## src/rtl/prog_moore_fsm.sv

```systemverilog
// Programmable Moore state machine: the next-state function and the per-state
// output are held in writable tables, so the FSM behaviour is loaded at run time.
// Both tables and the state register clear on reset; table writes are
// registered, so a same-cycle advance always reads the pre-write contents.
module prog_moore_fsm #(
    parameter int p_nstates   = 4,
    parameter int p_nbits_in  = 2,
    parameter int p_nbits_out = 1,
    localparam int SW = $clog2(p_nstates),
    localparam int AW = SW + p_nbits_in,
    localparam int DW = (SW > p_nbits_out) ? SW : p_nbits_out
) (
    input  logic                   clk,
    input  logic                   reset,
    input  logic                   en,
    input  logic [p_nbits_in-1:0]  in_,
    input  logic                   cfg_en,
    input  logic                   cfg_sel,
    input  logic [AW-1:0]          cfg_addr,
    input  logic [DW-1:0]          cfg_data,
    output logic [SW-1:0]          state,
    output logic [p_nbits_out-1:0] out
);

    localparam int NT = p_nstates << p_nbits_in;

    logic [SW-1:0]          trans_tbl [NT];
    logic [p_nbits_out-1:0] out_tbl   [p_nstates];
    logic [SW-1:0]          state_next;

    // Next state: table lookup on {state, symbol} when enabled, otherwise hold.
    always_comb begin
        state_next = state;
        if (en) begin
            state_next = trans_tbl[{state, in_}];
        end
    end

    // State register with synchronous reset.
    always_ff @(posedge clk) begin
        if (reset) begin
            state <= '0;
        end else begin
            state <= state_next;
        end
    end

    // Table storage: cleared on reset, otherwise one entry written per cfg strobe.
    always_ff @(posedge clk) begin
        if (reset) begin
            trans_tbl <= '{default: '0};
            out_tbl   <= '{default: '0};
        end else if (cfg_en) begin
            if (cfg_sel) begin
                out_tbl[cfg_addr[SW-1:0]] <= cfg_data[p_nbits_out-1:0];
            end else begin
                trans_tbl[cfg_addr] <= cfg_data[SW-1:0];
            end
        end
    end

    // Moore output: a function of the registered state only.
    always_comb begin
        out = out_tbl[state];
    end

endmodule

```

## config.mk

```make
export PLATFORM = sky130hd
export DESIGN_NAME = prog_moore_fsm
export DESIGN_NICKNAME = d
export VERILOG_FILES = /design/src/rtl/prog_moore_fsm.sv
export SDC_FILE = /design/constraint.sdc
export NUM_CORES = 1
export LEC_CHECK = 0
export ABC_AREA = 1
export CAP_MARGIN = 10
export CORE_MARGIN = 2
export CORE_UTILIZATION = 45
export CTS_CLUSTER_DIAMETER = 40
export DETAILED_ROUTE_END_ITERATION = 6
export HOLD_SLACK_MARGIN = 0.1
export PLACE_DENSITY = 0.63
export SLEW_MARGIN = 20
export SYNTH_ARGS = -nofsm -noshare
export SYNTH_HDL_FRONTEND = slang
export SYNTH_SLANG_ARGS = --single-unit
```

## constraint.sdc

```tcl
create_clock -name clk -period 1.9 [get_ports clk]
set_input_delay 0.38 -clock clk [delete_from_list [all_inputs] [get_ports clk]]
set_output_delay 0.38 -clock clk [all_outputs]
set_load 0.01 [all_outputs]
```

==> impl_results.md, run 1 <==
- Tmin final: 1.721 ns
- H-tree levels: 2
- Crit end category: output port
- Hold crit path type: flip-flop to flip-flop
- Row Count: 23
- Register area share after synthesis: 41.67%
- Placed cell area: 2102 um^2
- Final setup fails: 0
- # IOs: 16
- Initial DRC Count: 79
- Detailed-route via count: 1753
- Area grow syn2layout: 20.22%
- Fmax: 581.1 MHz
- Fin crit share: 90.57%
- Max VDD drop: 398.4 uV
- Post-synthesis xor/xnor area fraction: 0%
- Worst-path clk slew: 0.08 ns
- Hold path startpoint: trans_tbl[14]
- Antenna cells: 0
- Synth Net Count: 290
- Post-CTS Setup Repair Bufs: 0
- Starting Density: 46.30%
- Post-synth EDFFs: 0
- FF-to-FF Start: state[0]
- First-pass GRT wire length: 7776 um
- Grt total ovfl: 0
- Final ANT Viol Nets: 0
- Met1 Use GR: 30.79%
- Gpl congestion: 0.8086
- Cell area power density: 725.8 nW/um^2
- Synth Instances: 277
- Dpl cells: 346
- Worst Setup Start Kind: flip-flop
- Post-synthesis cell area: 1826 um^2
- Vias per Instance: 4.952
- GRT met2 Usage: 36.64%
- GRT Total Usage: 23.05%
- Commonest cells after routing, fill and taps aside: 57 x nand2_1, 39 x inv_1, 36 x dfxtp_1
- Routed WL: 4437 um
- Antenna violations before repair: 0
- Rel. slew slack: 74.62%
- Cell count of the worst hold path: 2
- WP data arrival: 1.34 ns
- Hpwl dp: 3246 um
- Ys flop type: dfxtp_1
- Post-Synth Simple-Gate Area: 28.17%
- Async set or reset register ratio after synthesis: 0%
- Port Buffers: 15
- Gr busiest metal: met2
- Setup Skew: 0.005885 ns
- Slew @ Worst Pin: 0.3803 ns
- Fin Setup TNS: 0 ns
- Post-route setup slack: 0.1791 ns
- Outcome: complete, no violations
- Vert. Die Dim: 67.69 um
- Worst-skew pair later-pin latency: 0.28 ns
- Root buffer cell: clkbuf_8
- DR WL/cell: 12.53 um
- CTS tree: yes
- Max Cap Viol: 0
- Post-Place Worst Slack: 0.02451 ns
- WS Path Type: flip-flop to output port
- Synth Warn #: 0
- Die Area: 4582 um^2
- Synth Register Bits: 38
- Finished Layout Cells: 354
- Design area: 2195 um^2
- Adder-Cell Fraction of Synth Area: 0%
- Critical path fanouts, max: 5
- Mux cell area share after synthesis: 0%
- Synth Area in Compound Gates: 19.67%
- CTS buffer count: 5
- Total core area: 3943 um^2
- DRC viols: 0
- Largest family of logic cells by synthesized area: simple AND/OR/NAND/NOR gates
- Netlist cell types: 15
- LEAKAGE: 0.8821 nW
- First-pass DRT Iterations: 4
- Pin count of the biggest net entering global routing: 21
- Leading cell type in the layout, fill and taps excluded: nand2_1
- Die X: 67.69 um
- # fillers: 397
- Nets: 316
- Layout cells sized above 1: 8.553%
- Mean post-synth cell area: 6.590 um^2
- CP required: 1.52 ns
- Worst setup path start: state[0]
- Grt met3 use: 5.667%
- WHS: 0.4499 ns
- Clock buffer depth: 2
- Vias in the first global route: 1654
- CTS Sinks: 38
- Final hold violations: 0
- RSZ-0062 raised after global routing: no
- Slew Viols, Final: 0
- Reg2reg path depth: 6
[cell usage after synthesis (2+ instances only)]
cell       n  area, um^2
nand2_1   57       214.0
clkbuf_1   6       22.52
nor2_1    26       97.59
o21ai_0   35       175.2
inv_1     39       146.4
buf_2      3       15.01
a21oi_1   34       170.2
nor3_4     2       32.53
nand3_1   32       160.2
dfxtp_1   38       760.7
[kinds of logic (layout without fill, tap and decap cells)]
group	Yosys count	in the layout
compound gates	71	71
buf+inv	50	77
flops	38	38
simple gates	118	118
[repair_timing]
action	in CTS	in global routing
hold buffers	0	0
hold endpoints to repair	0	0
resized for setup	3	0
setup endpoints to repair	1	0
[worst paths after layout]
| kind | to | slack (ns) |
|---|---|---|
| hold reg to reg | trans_tbl[14] | 0.45 |
| hold / removal | trans_tbl[14] | 0.45 |
| setup reg to reg | state[1] | 0.96 |
| setup / recovery | out | 0.18 |
[report_power, final]
group / total, mW / switching (mW) / internal [mW]
registers: 0.820 / 0.00994 / 0.810
clock network: 0.569 / 0.277 / 0.293
logic: 0.204 / 0.120 / 0.0843
[worst max-delay path, cell delays in order, from the launching register on]
cell and delay, ns:
dfxtp_2 0.38, inv_1 0.10, o21ai_0 0.19, o22ai_1 0.09, dlygate4sd2_1 0.29
[state kept, by name, indices dropped and copies added (netlist names)]
| register | cells |
|---|---|
| out_tbl | 4 |
| trans_tbl | 32 |
| state | 2 |
[area by class of cell]
type	count	area (um^2)	area share, %
sequential	38	763.2	34.78
tap	50	62.56	2.851
clock buffer	7	86.33	3.934
clock inverter	1	5.005	0.2281
timing repair buffer	29	254.0	11.57
inverter	40	150.1	6.842
multi-input combinational	189	873.3	39.79
[metal layers]
| layer | wire length [um] | part of all wire, % |
|---|---|---|
| met1 | 2254 | 51 |
| met2 | 1974 | 44 |
| met3 | 179 | 4.0 |
| met4 | 28 | 0.63 |
| met5 | 0 | 0 |
[stage by stage]
stage | utilization, % | total power, mW
floorplan | - | 0.9465
global placement | 53.32 | 1.043
detailed placement | 53.32 | 1.043
CTS | 55.66 | 1.606
global route | 55.66 | 1.668
finish | 55.66 | 1.593
(Power assumes the default switching activity.)
==> run 2, diff against run 1 <==
--- a/config.mk
+++ b/config.mk
@@ -13,7 +13,6 @@
 export DETAILED_ROUTE_END_ITERATION = 6
 export HOLD_SLACK_MARGIN = 0.1
 export PLACE_DENSITY = 0.63
-export SLEW_MARGIN = 20
 export SYNTH_ARGS = -nofsm -noshare
 export SYNTH_HDL_FRONTEND = slang
 export SYNTH_SLANG_ARGS = --single-unit
==> results of run 2 <==
The final DEF is identical to that of run 1; final timing and power are the same.
